$ cat config.mk
export PLATFORM = sky130hd
export DESIGN_NAME = vc_input_port_credit_flat
export DESIGN_NICKNAME = d
export VERILOG_FILES = /design/src/rtl/vc_input_port_credit_if.sv /design/src/rtl/vc_input_port_credit.sv /design/src/flat_wrapper.sv
export SDC_FILE = /design/constraint.sdc
export NUM_CORES = 1
export LEC_CHECK = 0
export ABC_AREA = 1
export CAP_MARGIN = 20
export CORE_AREA = 2 2 205 207
export DETAILED_ROUTE_END_ITERATION = 10
export DIE_AREA = 0 0 207 209
export DONT_BUFFER_PORTS = 1
export PLACE_DENSITY_LB_ADDON = 0.2
export SYNTH_ARGS = -nofsm -noshare
export SYNTH_HDL_FRONTEND = slang
export SYNTH_SLANG_ARGS = --single-unit
$ cat constraint.sdc
create_clock -name clk -period 3.8 [get_ports clk]
set_input_delay 0.76 -clock clk [delete_from_list [all_inputs] [get_ports clk]]
set_output_delay 0.76 -clock clk [all_outputs]
set_load 0.005 [all_outputs]
$ cat src/rtl/vc_input_port_credit_if.sv
// Flit/route types plus the handshake bundle between link, allocators and input port.
// Latency: none; wiring and types only.
// Backpressure: credit pulses flow upstream, allocator grants flow in.
package vc_input_port_credit_pkg;
   localparam int MESH_SIZE_X = 4;
   localparam int MESH_SIZE_Y = 4;
   localparam int COORD_W     = 3;
   // vc_id width; must cover every VC the port is built with
   localparam int VC_ID_W     = 1;

   typedef enum logic [1:0] {HEAD = 2'd0, BODY = 2'd1, TAIL = 2'd2, HEADTAIL = 2'd3} flit_label_t;

   // Y coordinates grow towards SOUTH
   typedef enum logic [2:0] {LOCAL = 3'd0, NORTH = 3'd1, SOUTH = 3'd2, EAST = 3'd3, WEST = 3'd4} port_t;

   typedef struct packed {
      flit_label_t        flit_label;
      logic [VC_ID_W-1:0] vc_id;
      logic [COORD_W-1:0] x_dest;
      logic [COORD_W-1:0] y_dest;
      logic [15:0]        payload;
   } flit_t;
endpackage

interface vc_input_port_credit_if #(parameter int VC_NUM = 2);
   import vc_input_port_credit_pkg::*;

   flit_t                              data_i;
   logic                               valid_flit_i;
   logic  [VC_NUM-1:0]                 credit_o;
   logic  [VC_NUM-1:0]                 va_req_o;
   port_t [VC_NUM-1:0]                 out_port_o;
   logic  [VC_NUM-1:0]                 va_grant_i;
   logic  [VC_NUM-1:0][VC_ID_W-1:0]    vc_new_i;
   logic  [VC_NUM-1:0]                 sa_req_o;
   logic  [VC_NUM-1:0]                 sa_grant_i;
   flit_t                              flit_o;
   logic                               flit_valid_o;
   logic                               error_o;

   // Input port side
   modport master (
      input  data_i, valid_flit_i, va_grant_i, vc_new_i, sa_grant_i,
      output credit_o, va_req_o, out_port_o, sa_req_o, flit_o, flit_valid_o, error_o
   );

   // Link receiver / allocator side
   modport slave (
      output data_i, valid_flit_i, va_grant_i, vc_new_i, sa_grant_i,
      input  credit_o, va_req_o, out_port_o, sa_req_o, flit_o, flit_valid_o, error_o
   );
endinterface

$ cat src/rtl/vc_input_port_credit.sv
// Router input port: per-VC circular flit buffers, IDLE/VA/ACTIVE packet FSM, XY routing, credit return.
// Latency: write visible to FSM next cycle; departing flit and credit pulse 1 cycle after switch grant.
// Backpressure: upstream throttled by one credit per flit read; writes to a full VC are dropped and flagged.
module vc_input_port_credit
   import vc_input_port_credit_pkg::*;
#(
   parameter int VC_NUM      = 2,
   parameter int BUFFER_SIZE = 8,
   parameter int X_CURRENT   = MESH_SIZE_X / 2,
   parameter int Y_CURRENT   = MESH_SIZE_Y / 2
) (
   input  logic                    clk,
   input  logic                    rst,
   vc_input_port_credit_if.master  port_if
);

   localparam int PTR_W = $clog2(BUFFER_SIZE);
   localparam int CNT_W = PTR_W + 1;

   typedef enum logic [1:0] {IDLE = 2'd0, VA = 2'd1, ACTIVE = 2'd2} vc_state_t;

   flit_t                           buf_q [VC_NUM][BUFFER_SIZE];
   logic  [VC_NUM-1:0][PTR_W-1:0]   wr_ptr_q, wr_ptr_d;
   logic  [VC_NUM-1:0][PTR_W-1:0]   rd_ptr_q, rd_ptr_d;
   logic  [VC_NUM-1:0][CNT_W-1:0]   cnt_q, cnt_d;
   vc_state_t                       state_q [VC_NUM];
   vc_state_t                       state_d [VC_NUM];
   port_t [VC_NUM-1:0]              out_port_q, out_port_d;
   logic  [VC_NUM-1:0][VC_ID_W-1:0] vc_new_q, vc_new_d;
   flit_t                           flit_q, flit_d;
   logic                            flit_valid_q, flit_valid_d;
   logic  [VC_NUM-1:0]              credit_q, credit_d;
   logic                            error_q, error_d;

   flit_t                           front [VC_NUM];
   logic  [VC_NUM-1:0]              rd_en;
   logic  [VC_NUM-1:0]              wr_en;
   logic                            wr_drop;
   logic  [VC_NUM-1:0]              va_req;
   logic  [VC_NUM-1:0]              sa_req;

   function automatic logic is_head(input flit_t f);
      return (f.flit_label == HEAD) || (f.flit_label == HEADTAIL);
   endfunction

   function automatic logic is_tail(input flit_t f);
      return (f.flit_label == TAIL) || (f.flit_label == HEADTAIL);
   endfunction

   // Dimension-ordered route: resolve X first, then Y; reaching both gives LOCAL
   function automatic port_t xy_route(input flit_t f);
      port_t p;
      if (int'(f.x_dest) > X_CURRENT)      p = EAST;
      else if (int'(f.x_dest) < X_CURRENT) p = WEST;
      else if (int'(f.y_dest) > Y_CURRENT) p = SOUTH;
      else if (int'(f.y_dest) < Y_CURRENT) p = NORTH;
      else                                 p = LOCAL;
      return p;
   endfunction

   // Head-of-queue flit of every VC
   always_comb begin
      for (int v = 0; v < VC_NUM; v++) begin
         front[v] = buf_q[v][rd_ptr_q[v]];
      end
   end

   // A switch grant reads only if one-hot and aimed at a non-empty ACTIVE VC
   always_comb begin
      rd_en = '0;
      if ($countones(port_if.sa_grant_i) == 1) begin
         for (int v = 0; v < VC_NUM; v++) begin
            if (port_if.sa_grant_i[v] && state_q[v] == ACTIVE && cnt_q[v] != '0) begin
               rd_en[v] = 1'b1;
            end
         end
      end
   end

   // Accept incoming flit unless its VC is full with no same-cycle read freeing a slot
   always_comb begin
      wr_en   = '0;
      wr_drop = 1'b0;
      if (port_if.valid_flit_i) begin
         for (int v = 0; v < VC_NUM; v++) begin
            if (int'(port_if.data_i.vc_id) == v) begin
               if (cnt_q[v] != CNT_W'(BUFFER_SIZE) || rd_en[v]) wr_en[v] = 1'b1;
               else                                              wr_drop  = 1'b1;
            end
         end
      end
   end

   // Requests are pure functions of the registered FSM state and occupancy
   always_comb begin
      va_req = '0;
      sa_req = '0;
      for (int v = 0; v < VC_NUM; v++) begin
         va_req[v] = (state_q[v] == VA);
         sa_req[v] = (state_q[v] == ACTIVE) && (cnt_q[v] != '0);
      end
   end

   // Per-VC packet FSM, pointer/occupancy update and departure staging
   always_comb begin
      error_d      = error_q | wr_drop | ((port_if.sa_grant_i != '0) && (rd_en == '0));
      flit_d       = flit_q;
      flit_valid_d = 1'b0;
      credit_d     = '0;
      for (int v = 0; v < VC_NUM; v++) begin
         state_d[v]    = state_q[v];
         out_port_d[v] = out_port_q[v];
         vc_new_d[v]   = vc_new_q[v];
         wr_ptr_d[v]   = wr_ptr_q[v] + PTR_W'(wr_en[v]);
         rd_ptr_d[v]   = rd_ptr_q[v] + PTR_W'(rd_en[v]);
         cnt_d[v]      = cnt_q[v] + CNT_W'(wr_en[v]) - CNT_W'(rd_en[v]);
         case (state_q[v])
            IDLE: begin
               if (cnt_q[v] != '0) begin
                  if (is_head(front[v])) begin
                     out_port_d[v] = xy_route(front[v]);
                     state_d[v]    = VA;
                  end else begin
                     error_d = 1'b1;
                  end
               end
            end
            VA: begin
               if (port_if.va_grant_i[v]) begin
                  vc_new_d[v] = port_if.vc_new_i[v];
                  state_d[v]  = ACTIVE;
               end
            end
            ACTIVE: begin
               if (rd_en[v]) begin
                  flit_d       = front[v];
                  flit_d.vc_id = vc_new_q[v];
                  flit_valid_d = 1'b1;
                  credit_d[v]  = 1'b1;
                  if (is_tail(front[v])) state_d[v] = IDLE;
               end
            end
            default: state_d[v] = IDLE;
         endcase
      end
   end

   // Control state and registered outputs; reset drops all buffered flits without credits
   always_ff @(posedge clk) begin
      if (rst) begin
         wr_ptr_q     <= '0;
         rd_ptr_q     <= '0;
         cnt_q        <= '0;
         vc_new_q     <= '0;
         flit_q       <= '0;
         flit_valid_q <= 1'b0;
         credit_q     <= '0;
         error_q      <= 1'b0;
         for (int v = 0; v < VC_NUM; v++) begin
            state_q[v]    <= IDLE;
            out_port_q[v] <= LOCAL;
         end
      end else begin
         wr_ptr_q     <= wr_ptr_d;
         rd_ptr_q     <= rd_ptr_d;
         cnt_q        <= cnt_d;
         vc_new_q     <= vc_new_d;
         flit_q       <= flit_d;
         flit_valid_q <= flit_valid_d;
         credit_q     <= credit_d;
         error_q      <= error_d;
         for (int v = 0; v < VC_NUM; v++) begin
            state_q[v]    <= state_d[v];
            out_port_q[v] <= out_port_d[v];
         end
      end
   end

   // Flit storage; occupancy gates every read so contents need no reset
   always_ff @(posedge clk) begin
      for (int v = 0; v < VC_NUM; v++) begin
         if (wr_en[v]) buf_q[v][wr_ptr_q[v]] <= port_if.data_i;
      end
   end

   assign port_if.credit_o     = credit_q;
   assign port_if.va_req_o     = va_req;
   assign port_if.sa_req_o     = sa_req;
   assign port_if.out_port_o   = out_port_q;
   assign port_if.flit_o       = flit_q;
   assign port_if.flit_valid_o = flit_valid_q;
   assign port_if.error_o      = error_q;

endmodule

$ cat src/flat_wrapper.sv
// flat-port wrapper written by rule: the top's interface ports become plain ports
module vc_input_port_credit_flat import vc_input_port_credit_pkg::*;
#(
   parameter int VC_NUM      = 2,
   parameter int BUFFER_SIZE = 8,
   parameter int X_CURRENT   = MESH_SIZE_X / 2,
   parameter int Y_CURRENT   = MESH_SIZE_Y / 2
)
  (clk, rst, port_if_data_i, port_if_valid_flit_i, port_if_va_grant_i, port_if_vc_new_i, port_if_sa_grant_i, port_if_credit_o, port_if_va_req_o, port_if_out_port_o, port_if_sa_req_o, port_if_flit_o, port_if_flit_valid_o, port_if_error_o);
  vc_input_port_credit_if #(.VC_NUM(VC_NUM)) port_if_i ();
  input  logic clk;
  input  logic rst;
  input wire logic [$bits(port_if_i.data_i)-1:0] port_if_data_i;
  input wire logic [$bits(port_if_i.valid_flit_i)-1:0] port_if_valid_flit_i;
  input wire logic [$bits(port_if_i.va_grant_i)-1:0] port_if_va_grant_i;
  input wire logic [$bits(port_if_i.vc_new_i)-1:0] port_if_vc_new_i;
  input wire logic [$bits(port_if_i.sa_grant_i)-1:0] port_if_sa_grant_i;
  output wire logic [$bits(port_if_i.credit_o)-1:0] port_if_credit_o;
  output wire logic [$bits(port_if_i.va_req_o)-1:0] port_if_va_req_o;
  output wire logic [$bits(port_if_i.out_port_o)-1:0] port_if_out_port_o;
  output wire logic [$bits(port_if_i.sa_req_o)-1:0] port_if_sa_req_o;
  output wire logic [$bits(port_if_i.flit_o)-1:0] port_if_flit_o;
  output wire logic [$bits(port_if_i.flit_valid_o)-1:0] port_if_flit_valid_o;
  output wire logic [$bits(port_if_i.error_o)-1:0] port_if_error_o;
  assign port_if_i.data_i = port_if_data_i;
  assign port_if_i.valid_flit_i = port_if_valid_flit_i;
  assign port_if_i.va_grant_i = port_if_va_grant_i;
  assign port_if_i.vc_new_i = port_if_vc_new_i;
  assign port_if_i.sa_grant_i = port_if_sa_grant_i;
  assign port_if_credit_o = port_if_i.credit_o;
  assign port_if_va_req_o = port_if_i.va_req_o;
  assign port_if_out_port_o = port_if_i.out_port_o;
  assign port_if_sa_req_o = port_if_i.sa_req_o;
  assign port_if_flit_o = port_if_i.flit_o;
  assign port_if_flit_valid_o = port_if_i.flit_valid_o;
  assign port_if_error_o = port_if_i.error_o;
  vc_input_port_credit #(.VC_NUM(VC_NUM), .BUFFER_SIZE(BUFFER_SIZE), .X_CURRENT(X_CURRENT), .Y_CURRENT(Y_CURRENT)) u_core (.clk(clk), .rst(rst), .port_if(port_if_i));
endmodule
==> results <==
- The layout net count is 1667.
- In this run the clock root is driven by a clkbuf_16.
- Synthesis produced a netlist whose cell count is 1604.
- The leakage component of the power is 0.00750 µW.
- The end of the critical path is u_core.port_if.out_port_o[5].
- The flow ran to the end, and the final reports show no timing, DRC or antenna violations.
- The actual transition at the worst max-transition pin is 0.782 ns.
- For the final routed database, the setup TNS stands at 0 ns.
- The CTS buffer count is 48.
- Among all flip-flop cells after synthesis, the most frequent one is edfxtp_1.
- In this run the standard cell core region covers 0.0413 mm².
- The number of setup violations in the final report is 0.
- The share of power burned in combinational logic is 5.9%.
- The type of destination of the critical path is a flop.
- 0 antenna diodes ended up in the layout.
- Across the whole layout, storage elements account for 0.0128 mm².
- Setup repair after global routing left no endpoint under its margin.
- After synthesis, the mean cell area works out to 11.4 µm².
- The via count of the first global-routing pass is 11222.
- Measured against its own limit, the worst slew margin works out to 47.8%.
- Counting cells, the worst reg-to-reg path comes to 10.
- The final number of max-transition violations is 0.
- Max-cap violations in this run came to 0.
- Across every metal layer, demand over resource in global routing totals 20.3%.
- Port buffering added 0 buffers.
- In this run, post-CTS repair resized a total of 0 instances.
- For this design the total switching power over the nets is 2430 µW.
- Per report_power, the sequential group accounts for 50.6% of the total.
- Net switching is 22.2% of the power.
- The worst path in the final design needs a cycle of 2.75 ns, including I/O delays and setup.
- The setup path with the least slack is of type reg -> reg.
- Before antenna repair, the detailed router went through 5 iterations.
- Routed signal wires occupy layers up through met4.
- The maximum achievable frequency is 364 MHz.
- The number of buffers added for setup after CTS is 0.
- The detail route stage leaves a number of antenna-violating nets equal to 0.
- The number of distinct library cells after synthesis is 35.
- The number of fill cells in the layout is 3723.
- Across the VDD grid, the largest voltage drop is 0.000429 V.
- The number of hold-slack violations in the final timing report is 0.
- For the worst setup path, the data required time is 4.28 ns.
- The critical path arrival is 3.23 ns.
- Counting flops and latches in the post-synthesis netlist gives 445.
- The die is 209 µm tall.
- Counting flops with an async set or reset pin after synthesis yields a share of 0%.
- The share of power burned in the clock network is 43.5%.
- The floorplan row count is 75.
- In this run the worst setup path begins at u_core.rd_ptr_q[4].
- The post-route clock skew is 0.0315 ns.
- The HPWL after detailed placement is 25.8 mm.
- The startpoint of the most critical register-to-register path is u_core.rd_ptr_q[4].
- Of the cells placed in the final design, the portion with a size suffix greater than 1 is 9.11%.
- The final cell count without fillers is 2185.
- Across all register-to-register paths, the minimum setup slack is 1.05 ns.
- The placed instance count is 2095.
- The die area is 0.0433 mm².
- In the finished design, the share of the clock period the worst path needs comes to 72.3%.
- In this run the worst path has a maximum fanout of 45.
- CTS built an H-tree with a depth of 2.
- In this run the power density over the cells is 537 mW/mm².
- After detailed routing, the wire length on met1 is 18.7 mm.
- The post-detailed-routing wire length is 43.5 mm.
- The internal power of the cells totals 8540 µW.
- The endpoint of the lowest-slack register-to-register path is u_core.port_if.out_port_o[5].
- The initial antenna violation count is 0.
- The worst setup path is launched from a flop.
- The worst min-delay path category is in -> reg.
- Summed over all layers, the global routing overflow is 0.
- The number of remaining DRC errors is 0.
- The detailed route wirelength on metal3 is 2.69 mm.
- Clock-pin slew was measured on the worst setup and hold paths at 0.06 ns.
- Yosys printed 0 warnings.
- The first global-routing pass estimated 67.5 mm of wire.
- In this run, post-CTS hold repair placed 0 buffers.
- The via count normalized by instance count is 5.29.
- The area growth from synthesis to layout is 12.1%.
- The initial standard-cell utilization of the core is 44.2%.
- The number of I/O pins is 73.
- In this run the deepest clock path goes through 3 buffers.
- When the netlist entered floorplanning its net count stood at 1665.
- Detailed routing inserted a total of 11555 vias.
- TritonCTS built the clock tree.
- The share of the Yosys chip area taken by registers is 69.9%.
- The largest net degree at the start of global routing is 65.
- At the later pin of the worst-skew pair, clock insertion delay measures 0.60 ns.
- The die is 207 µm wide.
- The number of enable flip-flop cells after synthesis is 384.
- The first routing iteration left 1054 violations.
- The clock drives 445 sinks.
- Dividing the detail-routed wire length by the instance count gives 19.9 µm.
- The multi-input combinational cells in the finished layout cover a total of 0.00456 mm².
- At the end of routability-driven placement, the weighted congestion stood at 0.797.
- The met2 layer wire length in the routed design is 21.0 mm.
- The mapped cell area is 0.0182 mm².
## metrics by stage
step / setup slack (ns) / hold WS, ns / total power (µW) / utilization [%] / area, µm²
after floorplan: 0.464 / 0.430 / 6130 / - / 18200
after global placement: 0.817 / 0.452 / 6300 / 45.6 / 18800
after detailed placement: 0.767 / 0.447 / 6310 / 45.6 / 18800
after CTS: 1.01 / 0.190 / 11100 / 49.5 / 20400
after global routing: 0.740 / 0.198 / 11400 / 49.5 / 20400
final: 1.05 / 0.229 / 11000 / 49.5 / 20400
## worst max-delay path: stages, from the launching register on
cell     delay [ns]
dfxtp_2        0.63
buf_4          0.57
o21ai_0        0.17
o22ai_1        0.17
o21ai_0        0.21
inv_1          0.16
ha_1           0.26
nand3_1        0.21
inv_1          0.06
o21ai_0        0.14
nor2_1         0.07
## sequential cells by signal, indices dropped and copies added (netlist names)
register	count
u_core.buf_q	384
u_core.port_if.error_o	1
u_core.port_if.out_port_o	6
u_core.port_if.credit_o	2
u_core.state_q	4
u_core.port_if.flit_valid_o	1
u_core.wr_ptr_q	6
u_core.cnt_q	8
u_core.rd_ptr_q	6
u_core.port_if.flit_o	25
u_core.vc_new_q	2
## per-layer routing
metal  track usage, %  vias up
met4             6.97        0
met3             3.97       64
li1                 -     5525
met1             26.8     5643
met5                0        -
met2             33.8      323
## placed cells by master (no fill, tap or decap), drive strengths merged, types with 25 or more instances in the layout
cell | synthesis | final
o21ai | 136 | 136
edfxtp | 384 | 384
nor2 | 226 | 226
nand3 | 139 | 139
inv | 130 | 131
buf | 61 | 39
ha | 25 | 25
o211ai | 48 | 48
clkbuf | 26 | 64
nand2 | 312 | 312
dfxtp | 61 | 61
## worst min path at each step
stage                  startpoint                  to  slack (ns)  depth (start not counted)
2_1_floorplan  u_core.vc_new_q[0]  u_core.vc_new_q[0]        0.43                          2
3_3_place_gp   u_core.vc_new_q[1]  u_core.vc_new_q[1]        0.45                          2
3_5_place_dp   u_core.vc_new_q[1]  u_core.vc_new_q[1]        0.45                          2
4_1_cts                       rst  u_core.rd_ptr_q[1]        0.19                          1
5_1_grt                       rst  u_core.rd_ptr_q[1]        0.20                          1
6_report                      rst  u_core.rd_ptr_q[3]        0.23                          1
## power groups by stage
| stage | sequential [µW] | combinational [µW] | clock, µW |
|---|---|---|---|
| floorplan | 5640 | 484 | 0 |
| global placement | 5660 | 638 | 0 |
| detailed placement | 5660 | 652 | 0 |
| CTS | 5560 | 656 | 4880 |
| global route | 5570 | 741 | 5060 |
| finish | 5560 | 643 | 4780 |
## cell usage after synthesis, types with 2 or more instances
library cell  instances  share of area, %
xnor2_1               4              0.19
clkbuf_1             26              0.53
o211ai_1             48               2.0
inv_1               125               2.6
o221ai_1              2             0.096
buf_1                 3             0.062
nand2_4               2              0.12
nor2_1              221               4.5
o21ai_1               9              0.25
a21oi_1              19              0.52
nand2_1             308               6.3
ha_1                 25               1.7
o22ai_1               8              0.27
a31oi_1               8              0.27
buf_2                30              0.82
inv_2                 3             0.062
nand3_1             137               3.8
nand2_2               2             0.069
nor2_2                3              0.10
inv_4                 2             0.069
a211oi_1              3              0.12
dfxtp_1              61               6.7
fa_1                  2              0.22
buf_6                 3              0.19
nor2_4                2              0.12
nand3_2               2              0.11
edfxtp_1            384                63
nor3_1                4              0.11
buf_4                25               1.0
o21ai_0             127               3.5
xor2_1                2             0.096
## cell families (layout without fill, tap and decap cells)
| logic type | after synthesis | count (layout) | share of synthesized area [%] |
|---|---|---|---|
| and+or+nand+nor | 683 | 683 | 15.4 |
| DFF | 445 | 445 | 69.9 |
| buffers and inverters | 217 | 259 | 5.34 |
| adders and majority gates | 27 | 27 | 1.93 |
| AOI/OAI and AO/OA | 226 | 226 | 7.14 |
| xor gates and xnor gates | 6 | 6 | 0.288 |
## area by class of cell
class	count	share of cell area (%)
Inverter	130	2.41
Tap cell	539	3.30
Sequential cell	445	62.4
Timing Repair Buffer	39	1.62
Multi-Input combinational cell	942	22.3
Clock inverter	26	1.63
Clock buffer	64	6.36
Power figures use the tool's default switching activity.
==> variant 1, RTL diff (config.mk and constraints unchanged) <==
Change the package constant `COORD_W` from 3 to 6.
--- a/src/rtl/vc_input_port_credit_if.sv
+++ b/src/rtl/vc_input_port_credit_if.sv
@@ -4,7 +4,7 @@
 package vc_input_port_credit_pkg;
    localparam int MESH_SIZE_X = 4;
    localparam int MESH_SIZE_Y = 4;
-   localparam int COORD_W     = 3;
+   localparam int COORD_W     = 6;
    // vc_id width; must cover every VC the port is built with
    localparam int VC_ID_W     = 1;
 
Ports: changed (resized port_if_data_i and port_if_flit_o); port bits go from 73 to 85. The function was not compared with the original's and may differ.
==> variant 1 against the original RTL <==
Clock skew decreased by 3.1 ps; sequential share of layout area increased by 0.99 points; sequential cell count increased by 102; die area unchanged; hold slack improved by 11 ps; final cell count increased by 15%; worst setup slack got worse by 120 ps; largest cell class unchanged; count of clock-buffer cells in the layout increased by 3; highest routed layer unchanged; combinational power increased by 14%; wire length increased by 24%; total power increased by 19%; design area increased by 22%; critical endpoint is now u_core.port_if.out_port_o[1]$_SDFFE_PP0P_; area after synthesis increased by 23%.
==> variant 1: results (changes against the original RTL) <==
{| class="wikitable"
! Metric !! Value
|-
| Outcome || finished, final reports clean (unchanged)
|-
| R2R Path End || u_core.port_if.out_port_o[1]$_SDFFE_PP0P_ (was u_core.port_if.out_port_o[5]$_SDFFE_PP0P_)
|-
| Number of buffers added by the clock tree synthesis step || 54 (was 48)
|-
| GRT Overall Usage || 0.251 (was 0.203)
|-
| Top Family by Delay on Critical Path || flip-flops (was buffers and inverters)
|-
| Count of distinct cell types in the synthesized netlist || 43 (was 35)
|-
| Proportion of cell area occupied by registers || 0.634 (was 0.624)
|-
| Total routed wire length on the met1 layer || 22,800 µm (was 18,700 µm)
|-
| Combinational gate power || 0.732 mW (was 0.643 mW)
|-
| Clock buffers || 67 (was 64)
|-
| Multi-input gates || 1,094 (was 942)
|-
| Fraction of the yosys area taken by sequential cells || 0.701 (was 0.699)
|-
| Int Power || 10.3 mW (was 8.54 mW)
|-
| Share of final layout cell area taken by clock buffers and inverters || 0.0742 (was 0.0799)
|-
| Arrival time of data at the critical path endpoint || 3400 ps (was 3230 ps)
|-
| Global-route track usage on met3 || 0.0449 (was 0.0397)
|-
| Number of enable-type register cells in the synthesized netlist || 480 (was 384)
|-
| Number of iterations in the first detailed-routing pass || 6 (was 5)
|-
| Detailed-route vias per instance || 5.71 (was 5.29)
|-
| Maximum vdd ir drop || 0.309 mV (was 0.429 mV)
|-
| Global-route track usage on met2 || 0.394 (was 0.338)
|-
| Count of cells along the worst register-to-register path || 9 (was 10)
|-
| Cell types with the largest area share after synthesis || sky130_fd_sc_hd__edfxtp_1, sky130_fd_sc_hd__dfxtp_1, sky130_fd_sc_hd__nand2_1 (unchanged)
|-
| Reg-to-reg slack, setup || 930 ps (was 1050 ps)
|-
| Post-DP HPWL || 32,500 µm (was 25,800 µm)
|-
| Share of cell area taken by multi-input logic gates || 0.220 (was 0.223)
|-
| Synthesized net count || 2,010 (was 1,665)
|-
| Worst clock skew || 28.4 ps (was 31.5 ps)
|-
| Detail Route met3 WL || 4540 µm (was 2690 µm)
|-
| Clock group share of total power || 0.422 (was 0.435)
|-
| Via count of the first global-routing pass || 13,861 (was 11,222)
|-
| Minimum hold slack || 239 ps (was 229 ps)
|-
| Fillers || 3,202 (was 3,723)
|-
| Summed area of non-filler cells in the final layout || 24,900 µm² (was 20,400 µm²)
|-
| Leakage || 9.24 nW (was 7.50 nW)
|-
| Endpoint required time on the critical path || 4330 ps (was 4280 ps)
|}
==> variant 1: cell types whose count changed after synthesis, sizes merged, moves of 31 or more <==
cell and change:
edfxtp +96, inv +64, o211ai -35, o221ai +36, o21ai +50, nand2 +31
==> variant 1: cell families after synthesis <==
group	synth area share
simple gates	0.135
mux	0.000445
flops	0.701
xor+xnor	0.00234
compound gates	0.0851
buf+inv	0.0606
fa+ha+maj	0.0157
==> variant 1: worst min-delay path by stage <==
| stage | endpoint | slack (ps) |
|---|---|---|
| final | u_core.port_if.out_port_o[0]$_SDFFE_PP0P_ | 240 |
| after global routing | u_core.cnt_q[5]$_SDFF_PP0_ | 210 |
| after CTS | u_core.rd_ptr_q[3]$_SDFF_PP0_ | 200 |
| after detailed placement | u_core.vc_new_q[1]$_SDFFE_PP0P_ | 460 |
| after global placement | u_core.vc_new_q[1]$_SDFFE_PP0P_ | 450 |
| after floorplan | u_core.vc_new_q[1]$_SDFFE_PP0P_ | 440 |
==> variant 2, RTL diff (config.mk and constraints unchanged) <==
Made on the original files. Make the reset (`rst`) asynchronous in one clocked block.
--- a/src/rtl/vc_input_port_credit.sv
+++ b/src/rtl/vc_input_port_credit.sv
@@ -146,7 +146,7 @@
    end
 
    // Control state and registered outputs; reset drops all buffered flits without credits
-   always_ff @(posedge clk) begin
+   always_ff @(posedge clk or posedge rst) begin
       if (rst) begin
          wr_ptr_q     <= '0;
          rd_ptr_q     <= '0;
Function: differs if rst is asserted again (counterexample within 4 cycles, from zero or initial values and one cycle with rst high); with rst held inactive, the same outputs for 4 cycles.
==> variant 2 against the original RTL <==
Core utilization barely moved; area after synthesis grew 1.2%; wire length rose by 4.6%; design area about the same; clock skew decreased by 15 ps; worst setup slack worse by 190 ps; critical path type unchanged; non-clock buffer count grew 2; die area unchanged; sequential cell count is the same.
Power is not compared: it rests on default switching activity, and its combinational part moved more than twofold at a synthesized area within 25%.
==> variant 2: results (changes against the original RTL) <==
{| class="wikitable"
! Metric !! Value
|-
| Global-route track usage on met2 || 0.327 (was 0.338)
|-
| Worst Path Max Fanout || 24 (was 45)
|-
| Synthesized net count || 1,614 (was 1,665)
|-
| Worst-path cell with the longest stage delay || sky130_fd_sc_hd__clkinv_1 (was sky130_fd_sc_hd__dfxtp_2)
|-
| Worst clock skew || 16.7 ps (was 31.5 ps)
|-
| Share of post-route cells with drive strength above 1 || 0.0957 (was 0.0911)
|-
| Global-route wire length before repair || 69,200 µm (was 67,500 µm)
|-
| Final GP Congestion || 0.762 (was 0.797)
|-
| Leading post-synthesis cells by instance count || sky130_fd_sc_hd__edfxtp_1, sky130_fd_sc_hd__nand2_1, sky130_fd_sc_hd__nor2_1 (unchanged)
|-
| Detail Route met3 WL || 3520 µm (was 2690 µm)
|-
| Cell types with the largest area share after synthesis || sky130_fd_sc_hd__edfxtp_1, sky130_fd_sc_hd__dfrtp_1, sky130_fd_sc_hd__nand2_1 (was sky130_fd_sc_hd__edfxtp_1, sky130_fd_sc_hd__dfxtp_1, sky130_fd_sc_hd__nand2_1)
|-
| Placement Cell Area || 18,900 µm² (was 18,800 µm²)
|-
| Met2 wire length || 20,600 µm (was 21,000 µm)
|-
| GRT Overall Usage || 0.211 (was 0.203)
|-
| Adder and majority cell fraction of the synthesized area || 0.0191 (was 0.0193)
|-
| Share of synthesized area spent on multiplexers || 0.00122 (was 0)
|-
| Synth Area in XOR/XNOR || 0.00380 (was 0.00288)
|-
| Number of buffers added by the clock tree synthesis step || 47 (was 48)
|-
| Post-DP HPWL || 26,500 µm (was 25,800 µm)
|-
| Compound-Gate Fraction of Synth Area || 0.0639 (was 0.0714)
|-
| Largest net degree at the start of global routing || 62 (was 65)
|-
| Minimum hold slack || 27.3 ps (was 229 ps)
|-
| Outcome || finished, final reports clean (unchanged)
|-
| Vias || 11,497 (was 11,555)
|-
| Fillers || 3,605 (was 3,723)
|-
| Instance count of the mapped netlist || 1,553 (was 1,604)
|-
| Fraction of the yosys area taken by sequential cells || 0.708 (was 0.699)
|-
| Fraction of synthesis flops using an asynchronous set or reset pin || 0.137 (was 0)
|}
## variant 2: cell types whose count changed in the layout (fill, tap and decap cells not counted), sizes merged, moves of 6 or more
cell	unedited run	this run
a31oi	8	0
dfrtp	0	61
dfxtp	61	0
inv	131	107
nand2	312	354
nand3	139	130
nor2	226	173
nor3	5	11
o211ai	48	30
o221ai	2	16
## variant 2: path summary, 6_finish.rpt
check / startpoint / endpoint / cells after the start
min in group clk: port_if_va_grant_i[1] / u_core.state_q[0]$_DFFE_PP0P_ / 1
min: rst / u_core.port_if.flit_o[10]$_DFF_PP0_ / 1
max in group asynchronous: rst / u_core.rd_ptr_q[1]$_DFF_PP0_ / 3
max reg2reg: u_core.rd_ptr_q[2]$_DFF_PP0_ / u_core.port_if.out_port_o[2]$_DFFE_PP0P_ / 9
max: u_core.rd_ptr_q[2]$_DFF_PP0_ / u_core.port_if.out_port_o[2]$_DFFE_PP0P_ / 9
min reg2reg: u_core.vc_new_q[0]$_DFFE_PP0P_ / u_core.port_if.flit_o[22]$_DFF_PP0_ / 2
## variant 2: power by group through the flow
stage / clock [mW] / sequential, mW / combinational [mW]
after floorplan: 0 / 6.29 / 3.51
after global placement: 0 / 6.49 / 4.48
after detailed placement: 0 / 6.50 / 4.54
after CTS: 4.53 / 6.41 / 4.57
after global routing: 4.73 / 6.46 / 5.12
final: 4.45 / 6.39 / 4.53
## variant 2: cell type report
| class | count | share of cell area |
|---|---|---|
| clock inverters | 20 | 0.00893 |
| flip-flops and latches | 445 | 0.639 |
| multi-input cells | 916 | 0.220 |
| repair buffers | 41 | 0.0157 |
| well taps | 539 | 0.0330 |
| clock buffers | 68 | 0.0639 |
| inverters | 109 | 0.0204 |
